--- config.mk ---
export PLATFORM = sky130hd
export DESIGN_NAME = display_arbiter
export DESIGN_NICKNAME = d
export VERILOG_FILES = /design/src/rtl/display_pkg.sv /design/src/rtl/tick_gen.sv /design/src/rtl/display_arbiter.sv
export SDC_FILE = /design/constraint.sdc
export NUM_CORES = 1
export LEC_CHECK = 0
export ABC_AREA = 1
export CORE_ASPECT_RATIO = 1.25
export CORE_MARGIN = 5
export CORE_UTILIZATION = 37
export DETAILED_ROUTE_END_ITERATION = 8
export GPL_ROUTABILITY_DRIVEN = 0
export PLACE_DENSITY = 0.56
export SYNTH_ARGS = -nofsm -noshare
export SYNTH_HDL_FRONTEND = slang
export SYNTH_HIERARCHICAL = 1
export SYNTH_SLANG_ARGS = --single-unit
export TNS_END_PERCENT = 5
--- constraint.sdc ---
create_clock -name i_Clk -period 2.5 [get_ports i_Clk]
set_input_delay 0.25 -clock i_Clk [delete_from_list [all_inputs] [get_ports i_Clk]]
set_output_delay 0.25 -clock i_Clk [all_outputs]
set_load 0.01 [all_outputs]
--- src/rtl/display_pkg.sv ---
// Shared types for the display arbiter: FSM state codes, message record and
// helpers for packing four BCD-style digits into one 16-bit word.
package display_pkg;

  localparam int DIGIT_W  = 4;
  localparam int N_DIGITS = 4;
  localparam int WORD_W   = DIGIT_W * N_DIGITS;

  typedef logic [DIGIT_W-1:0] digit_t;
  typedef logic [WORD_W-1:0]  word_t;

  typedef logic [1:0] state_t;
  localparam state_t ST_IDLE      = 2'd0;
  localparam state_t ST_SHOW_LIVE = 2'd1;
  localparam state_t ST_SHOW_MSG  = 2'd2;
  localparam state_t ST_GAP       = 2'd3;

  typedef struct packed {
    word_t datos;
    logic  blink;
  } msg_t;

  // Digit 1 sits in the least significant nibble.
  function automatic digit_t digit_get(input word_t w, input int idx);
    return w[idx*DIGIT_W +: DIGIT_W];
  endfunction

  function automatic word_t digit_pack(input digit_t d4, input digit_t d3,
                                       input digit_t d2, input digit_t d1);
    return {d4, d3, d2, d1};
  endfunction

endpackage

--- src/rtl/tick_gen.sv ---
// Free-running prescaler producing a one-cycle tick every TICK_DIV clocks;
// a synchronous restart realigns the tick to the cycle of the restart.
module tick_gen #(
  parameter int TICK_DIV = 50000
) (
  input  logic clk,
  input  logic rst_n,
  input  logic restart,
  output logic o_tick
);

  localparam int                CNT_W = $clog2(TICK_DIV + 1);
  localparam logic [CNT_W-1:0] LAST  = CNT_W'(TICK_DIV - 1);

  logic [CNT_W-1:0] cnt_q;

  // NOTE: state registers use non-blocking assignments so every flop samples
  // pre-edge values; blocking here would create order-dependent races.
  always_ff @(posedge clk or negedge rst_n) begin
    if (!rst_n) begin
      cnt_q <= '0;
    end else if (restart || cnt_q == LAST) begin
      cnt_q <= '0;
    end else begin
      cnt_q <= cnt_q + CNT_W'(1);
    end
  end

  // Tick is purely a function of the count so the restart it triggers cannot loop back.
  assign o_tick = (cnt_q == LAST);

endmodule

--- src/rtl/display_arbiter.sv ---
// Chooses what the 4-digit display shows: the live value, a held (optionally
// blinking) message, or blank; one message may wait in a pending slot.
module display_arbiter
  import display_pkg::*;
#(
  parameter int TICK_DIV    = 50000,
  parameter int HOLD_TICKS  = 500,
  parameter int BLINK_TICKS = 125
) (
  input  logic        i_Clk,
  input  logic        i_Rst,
  input  logic        i_Req0_En,
  input  logic [15:0] i_Req0_Datos,
  input  logic        i_Req1_Valid,
  input  logic [15:0] i_Req1_Datos,
  input  logic        i_Req1_Blink,
  output logic        o_Req1_Ready,
  output logic [3:0]  o_Datos1,
  output logic [3:0]  o_Datos2,
  output logic [3:0]  o_Datos3,
  output logic [3:0]  o_Datos4,
  output logic        o_Blank
);

  localparam int                  HOLD_W     = $clog2(HOLD_TICKS + 1);
  localparam int                  BLINK_W    = $clog2(BLINK_TICKS + 1);
  localparam logic [HOLD_W-1:0]  HOLD_LAST  = HOLD_W'(HOLD_TICKS - 1);
  localparam logic [BLINK_W-1:0] BLINK_LAST = BLINK_W'(BLINK_TICKS - 1);

  state_t               state_q, state_d;
  msg_t                 active_q, active_d;
  msg_t                 pend_q, pend_d;
  logic                 pend_full_q, pend_full_d;
  logic [HOLD_W-1:0]    hold_q, hold_d;
  logic [BLINK_W-1:0]   blink_cnt_q, blink_cnt_d;
  logic                 phase_q, phase_d;
  word_t                datos_q, datos_d;
  logic                 blank_q, blank_d;
  logic                 rst_done_q;
  logic                 tick, tick_restart, enter_msg, accept;
  msg_t                 req1_msg;

  assign req1_msg     = '{datos: i_Req1_Datos, blink: i_Req1_Blink};
  assign o_Req1_Ready = ~pend_full_q & rst_done_q;
  assign accept       = i_Req1_Valid & o_Req1_Ready;

  tick_gen #(.TICK_DIV(TICK_DIV)) u_tick_gen (
    .clk     (i_Clk),
    .rst_n   (i_Rst),
    .restart (tick_restart),
    .o_tick  (tick)
  );

  always_comb begin
    // NOTE: every variable gets a default before the case so no path leaves
    // one unassigned, which would otherwise infer a latch.
    state_d      = state_q;
    active_d     = active_q;
    pend_d       = pend_q;
    pend_full_d  = pend_full_q;
    hold_d       = hold_q;
    blink_cnt_d  = blink_cnt_q;
    phase_d      = phase_q;
    datos_d      = datos_q;
    blank_d      = blank_q;
    tick_restart = 1'b0;
    enter_msg    = 1'b0;

    case (state_q)
      ST_IDLE, ST_SHOW_LIVE: begin
        if (accept) begin
          active_d  = req1_msg;
          state_d   = ST_SHOW_MSG;
          enter_msg = 1'b1;
        end else begin
          state_d = i_Req0_En ? ST_SHOW_LIVE : ST_IDLE;
        end
      end
      ST_SHOW_MSG: begin
        if (accept) begin
          pend_d      = req1_msg;
          pend_full_d = 1'b1;
        end
        if (tick) begin
          if (blink_cnt_q == BLINK_LAST) begin
            blink_cnt_d = '0;
            phase_d     = ~phase_q;
          end else begin
            blink_cnt_d = blink_cnt_q + BLINK_W'(1);
          end
          if (hold_q == HOLD_LAST) begin
            hold_d = '0;
            // A message accepted on this very edge still forces the gap.
            if (pend_full_d) begin
              state_d      = ST_GAP;
              tick_restart = 1'b1;
            end else begin
              state_d = i_Req0_En ? ST_SHOW_LIVE : ST_IDLE;
            end
          end else begin
            hold_d = hold_q + HOLD_W'(1);
          end
        end
      end
      ST_GAP: begin
        if (tick) begin
          active_d    = pend_q;
          pend_full_d = 1'b0;
          state_d     = ST_SHOW_MSG;
          enter_msg   = 1'b1;
        end
      end
      default: state_d = ST_IDLE;
    endcase

    if (enter_msg) begin
      tick_restart = 1'b1;
      hold_d       = '0;
      blink_cnt_d  = '0;
      phase_d      = 1'b0;
    end

    // Outputs are registered from the next state so they change on the same edge.
    case (state_d)
      ST_SHOW_LIVE: begin
        datos_d = i_Req0_Datos;
        blank_d = 1'b0;
      end
      ST_SHOW_MSG: begin
        datos_d = active_d.datos;
        blank_d = active_d.blink & phase_d;
      end
      default: blank_d = 1'b1;
    endcase
  end

  always_ff @(posedge i_Clk or negedge i_Rst) begin
    if (!i_Rst) begin
      state_q     <= ST_IDLE;
      active_q    <= '0;
      pend_q      <= '0;
      pend_full_q <= 1'b0;
      hold_q      <= '0;
      blink_cnt_q <= '0;
      phase_q     <= 1'b0;
      datos_q     <= '0;
      blank_q     <= 1'b1;
      rst_done_q  <= 1'b0;
    end else begin
      state_q     <= state_d;
      active_q    <= active_d;
      pend_q      <= pend_d;
      pend_full_q <= pend_full_d;
      hold_q      <= hold_d;
      blink_cnt_q <= blink_cnt_d;
      phase_q     <= phase_d;
      datos_q     <= datos_d;
      blank_q     <= blank_d;
      rst_done_q  <= 1'b1;
    end
  end

  assign o_Datos1 = digit_get(datos_q, 0);
  assign o_Datos2 = digit_get(datos_q, 1);
  assign o_Datos3 = digit_get(datos_q, 2);
  assign o_Datos4 = digit_get(datos_q, 3);
  assign o_Blank  = blank_q;

endmodule

### Yosys cells after proc, flatten, opt, wreduce, memory -nomap -nowiden

Cells that the tools add are included.

| operators by class | value |
|---|---|
| $add $sub $neg | 3 |
| reductions and logical operators | 10 |
| multiplexer cells | 37 |
| bitwise gates (word level) | 5 |
| eq/ne operators | 9 |

Operators by type and width:

| operator | count |
|---|---|
| 2-to-1 mux 9 bit | 4 |
| 2-to-1 mux 17 bit | 2 |
| case mux 17 bit (2 select lines) | 1 |
| case mux 16 bit (2 select lines) | 1 |
| 2-to-1 mux 7 bit | 4 |
| adder 16 x 1 -> 16 bit, second input constant | 1 |
| == test 16 bit, second input constant | 1 |
| 2-to-1 mux 16 bit | 1 |
| 2-to-1 mux 1 bit | 15 |
| 2-to-1 mux 2 bit | 5 |
| adder 9 x 1 -> 9 bit, second input constant | 1 |
| == test 9 bit, second input constant | 1 |
| nonzero test 2 bit | 4 |
| adder 7 x 1 -> 7 bit, second input constant | 1 |
| == test 7 bit, second input constant | 1 |
| == test 2 bit, second input constant | 3 |
| case mux 1 bit (2 select lines) | 3 |
| case mux 2 bit (3 select lines) | 1 |
| AND reduction 2 bit | 3 |
| == test 2 x 1 -> 1 bit, second input constant | 2 |
| AND 1 bit | 3 |
| zero test 2 bit | 1 |
| != test 2 bit, second input constant | 1 |
| NOT 1 bit | 2 |
| 2 further kinds | 2 |

| word-level totals | value |
|---|---|
| register bits after elaboration | 88 |
| input bits | 37 |
| output and inout port bits | 18 |
| word-level logic and storage cells | 77 |

### Logic depth before layout (Yosys ltp)

| depth | value |
|---|---|
| depth after elaboration | 12 |
| mapped depth | 17 |

### Cells and area by module

The synthesis kept the hierarchy.

Modules (own cells, without submodules):

| module | times used | area each (µm²) | cells an instance | seq. area each (µm²) |
|---|---|---|---|---|
| display_arbiter | 1 | 3567.2 | 465 | 1803.0 |
| tick_gen | 1 | 960.9 | 123 | 400.4 |

### Worst setup path before layout

Ideal clock, no wire load.

| timing | value |
|---|---|
| kind | register -> register |
| start point | register u_tick_gen.cnt_q[0] |
| end point | register datos_q[10] |
| library setup time | 0.117 ns |
| buffers on the path | 1 |
| slack | 0.005 ns |
| period minus slack after synthesis | 2.495 ns |
| arrival | 2.378 ns |
| cell stages (with the launch flop) | 14 |
| required time | 2.383 ns |
| path through | dfrtp_1 -> ha_1 -> nand3_2 -> nor3_1 -> nand2_2 -> nor2_2 -> nand2_1 -> o21ai_1 -> inv_1 -> ha_1 -> clkbuf_1 -> nor2_1 -> nand2_1 -> nand2_1 |

| on the way | value |
|---|---|
| cells in the longest elaborated chain, start to end | 5 |
| elaborated cells on any way between the ends | 10 |

RTL lines:

| what | line | RTL |
|---|---|---|
| start: declaration | tick_gen.sv:15 | `logic [CNT_W-1:0] cnt_q;` |
| start signal: assignment | tick_gen.sv:25 | `cnt_q <= cnt_q + CNT_W'(1);` |
| == test 16 bit (*) | tick_gen.sv:30 | `assign o_tick = (cnt_q == LAST);` |
| via tick | display_arbiter.sv:40 | `logic tick, tick_restart, enter_msg, accept;` |
| 2-to-1 mux 2 bit (on tied branches) | display_arbiter.sv:106, display_arbiter.sv:84 |  |
| case mux 2 bit (3 select lines) (*) | display_arbiter.sv:69 | `case (state_q)` |
| via state_d[1] | display_arbiter.sv:30 | `state_t state_q, state_d;` |
| == test 2 bit / == test 2 x 1 -> 1 bit (equally long branches) | display_arbiter.sv:124 | `case (state_d)` |
| case mux 16 bit (2 select lines) / nonzero test 2 bit (equally long branches) | n/a |  |
| end signal: assignment | display_arbiter.sv:157 | `datos_q <= datos_d;` |
| end: declaration | display_arbiter.sv:37 | `word_t datos_q, datos_d;` |

Mark *: on every way through the listed nets, which the timed path passes. The rest lies on a longest branch.
A chain may end at the register's enable or synchronous reset.

### Final worst setup path

| timing | value |
|---|---|
| start point | register u_tick_gen.cnt_q[5] |
| end point | register datos_q[5] |

Same word-level chain as after synthesis.

==> summary.md <==
| Metric | Value |
|---|---|
| Result of the run | completed |
| Slowest stage delay, CP | 0.40 ns |
| Net count of the mapped netlist | 631 |
| CTS H-tree lvls | 3 |
| DR iter-0 viols | 231 |
| Kind of launch point of the worst setup path | flip-flop |
| Data required time at the worst endpoint | 2.72 ns |
| FF+latch count, synth | 88 |
| Total global routing overflow | 0 |
| Worst-Skew Late Latency | 0.34 ns |
| Slowest library cell on the worst path | sky130_fd_sc_hd__dfrtp_1 |
| Path type of the worst min-delay path | in -> async |
| Number of fill cells in the layout | 1,241 |
| Cell area after technology mapping | 4530 sq um |
| Most frequent cell on the critical path | sky130_fd_sc_hd__nand2_1 |
| Starting utilization of the core area | 37.6% |
| Placed wire-length estimate | 7.68 mm |
| Gate count of the mapped netlist | 588 |
| Capture point of the critical path | datos_q[5] |
| Reg2reg path depth | 15 |
| Ordered cell list for the critical path | inv_2 -> nand2_2 -> nor3_2 -> nand2_1 -> nor3_4 -> nand2_2 -> nor2_4 -> nand2_1 -> o21ai_2 -> inv_2 -> ha_4 -> buf_12 -> nor2_1 -> nand2_1 -> nand2_1 |
| Post-synthesis cell type count | 38 |
| Final worst clock skew | 0.00541 ns |
| Antenna violations before repair | 0 |
| Post-synth EDFFs | 0 |
| Clock tree from TritonCTS | yes |
| Std-Cell Rows | 45 |
| Number of buffers added by the clock tree synthesis step | 9 |
| Pwr per Cell Area | 524 nW/um^2 |
| First-pass GRT wire length | 18.0 mm |
| Average instance area after synthesis | 7.70 sq um |
| Wire length after detailed routing | 10.7 mm |
| Via-to-Cell Ratio | 4.70 |
| Reg-to-reg critical path startpoint | u_tick_gen/cnt_q[5] |
| Remaining number of nets flagged by the antenna check after routing | 0 |
| Final antenna diode count | 0 |
| R2R setup slack | 0.21 ns |
| Die outline height | 134 um |
| Fraction of final layout cells sized beyond drive strength 1 | 13.0% |
| Maximum clock rate | 436 MHz |
| Count of port buffers added during placement | 54 |
| LEAKAGE | 0.00274 uW |
| Number of endpoints with negative hold slack in the final report | 0 |
| Largest net degree at the start of global routing | 39 |
| Most instantiated flip-flop cell in the synthesis netlist | sky130_fd_sc_hd__dfrtp_1 |
| Count of TritonRoute iterations in the first routing pass | 5 |
| Clock group share of total power | 48.9% |
| Share of flip-flops with an asynchronous set or reset after synthesis | 100% |
| MaxCap Viol Count | 0 |
| Critical path data arrival time | 2.52 ns |
| Worst-case setup margin in the final layout | 0.207 ns |
| Chip Width | 109 um |
| R2r endpoint | datos_q[5] |
| # IOs | 55 |
| Largest fanout on the critical path | 16 |
| Sequential group share of total power | 47.6% |
| Total design power | 3000 uW |
| Overall Global Routing Usage | 15.6% |
| Clock Sinks | 88 |
| Post-detailed-route wirelength per cell | 13.0 um |
| Vias in the first global route | 3,739 |
| Cell Int Power | 2410 uW |
| Capturing element type of the critical path | flip-flop |
| Worst setup path class | reg -> reg |
| Floorplan Core Area | 12,000 sq um |
| Synthesis warning total | 6 |
| Startpoint of the worst setup timing path | u_tick_gen/cnt_q[5] |
| Number of design rule violations left after detail routing | 0 |
| Minimum clock period | 2.29 ns |
| Area growth syn-to-layout | 26.4% |
| Switching part of the total | 19.7% |
| Combinational Power Share | 3.5% |
| Worst vdd rail ir drop | 0.260 mV |
| Seq/Total Area, Yosys | 48.7% |
| Post-place setup slack | 0.102 ns |
| Largest buffer count on any clock path | 2 |
| Final net count | 700 |
| Clock tree root buffer cell | sky130_fd_sc_hd__clkbuf_16 |
| Switching power | 591 uW |
| Share of the clock period used by the worst path after layout | 91.7% |
| Clock slew at the register clock pins of the worst setup and hold paths | 0.06 ns |
| Slew Viols, Final | 0 |
| Number of setup violations in the final report | 0 |
| Floorplan die area | 14,600 sq um |
| Routed via count | 3,878 |
-- synthesized netlist by cell type, drive strengths merged, types with 2 or more instances --
| master | instances | area share (%) |
|---|---|---|
| a21oi | 7 | 0.86 |
| nor2 | 87 | 8.7 |
| xor2 | 11 | 2.1 |
| o22ai | 2 | 0.28 |
| nor3 | 8 | 1.2 |
| o21ai | 11 | 1.3 |
| nand4 | 9 | 1.2 |
| nand2 | 246 | 21 |
| ha | 6 | 1.7 |
| clkbuf | 5 | 0.41 |
| buf | 10 | 2.0 |
| nand3 | 40 | 4.9 |
| xnor2 | 2 | 0.39 |
| inv | 51 | 4.3 |
| dfrtp | 87 | 48 |
-- power by group through the flow --
stage	sequential [uW]	combinational [uW]	clock, uW
after global routing	1420	117	1570
after detailed placement	1450	106	0
after CTS	1430	108	1510
after global placement	1450	106	0
after floorplan	1450	6.04	0
final	1430	104	1470
-- cell families after synthesis --
logic type | share of synthesized area (%)
other | 0.0828
adder cells (fa/ha/maj) | 1.66
buffers and inverters | 6.71
XOR/XNOR | 2.51
AO/OA/AOI/OAI | 2.79
AND/OR/NAND/NOR | 37.6
flip-flops | 48.7
-- repair_timing --
item | CTS | global route
hold buffers | 1 | 0
endpoints found under the hold margin | 30 | 0
setup buffers | 0 | 0
resized for setup | 0 | 14
setup endpoints to repair | 0 | 18
-- cell type report --
cell class                      instances  area [sq um]  share of cell area, %
Sequential cell                        88          2200                   38.5
Inverter                               51           196                   3.43
Clock inverter                          3          65.1                   1.14
Clock buffer                           12           256                   4.48
Tap cell                              164           205                   3.59
Timing Repair Buffer                   73           729                   12.7
Multi-Input combinational cell        434          2070                   36.1
-- layer usage --
metal	global-route usage, %	part of all wire (%)	wire length, um
met3	3.05	3.4	362
met2	26.5	51	5500
met1	19.3	43	4640
met4	5.68	2.3	251
met5	0	0	0
-- state kept, by name, indices dropped and copies added (netlist names), 2 cells and up --
register,count
blink_cnt_q,7
pend_q,17
active_q,17
datos_q,16
u_tick_gen/cnt_q,16
state_q,2
hold_q,9
-- worst max-delay path: cells and delay by family, from the launching register on --
family / cells / cell delay, ns
compound gates: 1 / 0.20
flops: 1 / 0.40
buf+inv: 3 / 0.29
simple gates: 10 / 0.98
fa+ha+maj: 1 / 0.30
-- stage by stage --
| stage | area (sq um) | setup TNS, ns | hold WS, ns | utilization, % | instances |
|---|---|---|---|---|---|
| finish | 5720 | 0 | 0.407 | 47.5 | 825 |
| global route | 5720 | -0.0354 | 0.461 | 47.5 | 825 |
| CTS | 5650 | 0 | 0.421 | 46.9 | 824 |
| detailed placement | 5320 | 0 | 0.231 | 44.1 | 808 |
| global placement | 5320 | 0 | 0.230 | 44.1 | 808 |
| floorplan | 4530 | 0 | -0.0456 | - | 588 |
-- worst min-delay path by stage --
| stage | from | end | slack, ns | depth (start not counted) |
|---|---|---|---|---|
| 3_3_place_gp | i_Rst | u_tick_gen/cnt_q[10] | 0.23 | 1 |
| 3_5_place_dp | i_Rst | u_tick_gen/cnt_q[10] | 0.23 | 1 |
| 2_1_floorplan | i_Rst | active_q[0] | -0.05 | 0 |
| 4_1_cts | i_Rst | u_tick_gen/cnt_q[10] | 0.42 | 2 |
| 6_report | i_Rst | u_tick_gen/cnt_q[10] | 0.41 | 2 |
| 5_1_grt | i_Rst | u_tick_gen/cnt_q[10] | 0.46 | 2 |
-- cells in the final DEF, fill, tap and decap left out, drive strengths merged --
cell type	instances
inv	51
o21bai	1
nand4	9
conb	1
clkbuf	13
xnor2	2
nor2	87
nand3	40
xor2	11
o21ai	11
clkinv	1
ha	6
bufinv	2
clkdlybuf4s50	53
dlygate4sd3	1
buf	18
dfstp	1
dfrtp	87
nor3	8
a22o	1
or2	1
nand2b	1
o22ai	2
a21oi	7
nand2	246
No activity file was read; power rests on OpenSTA's default activity.
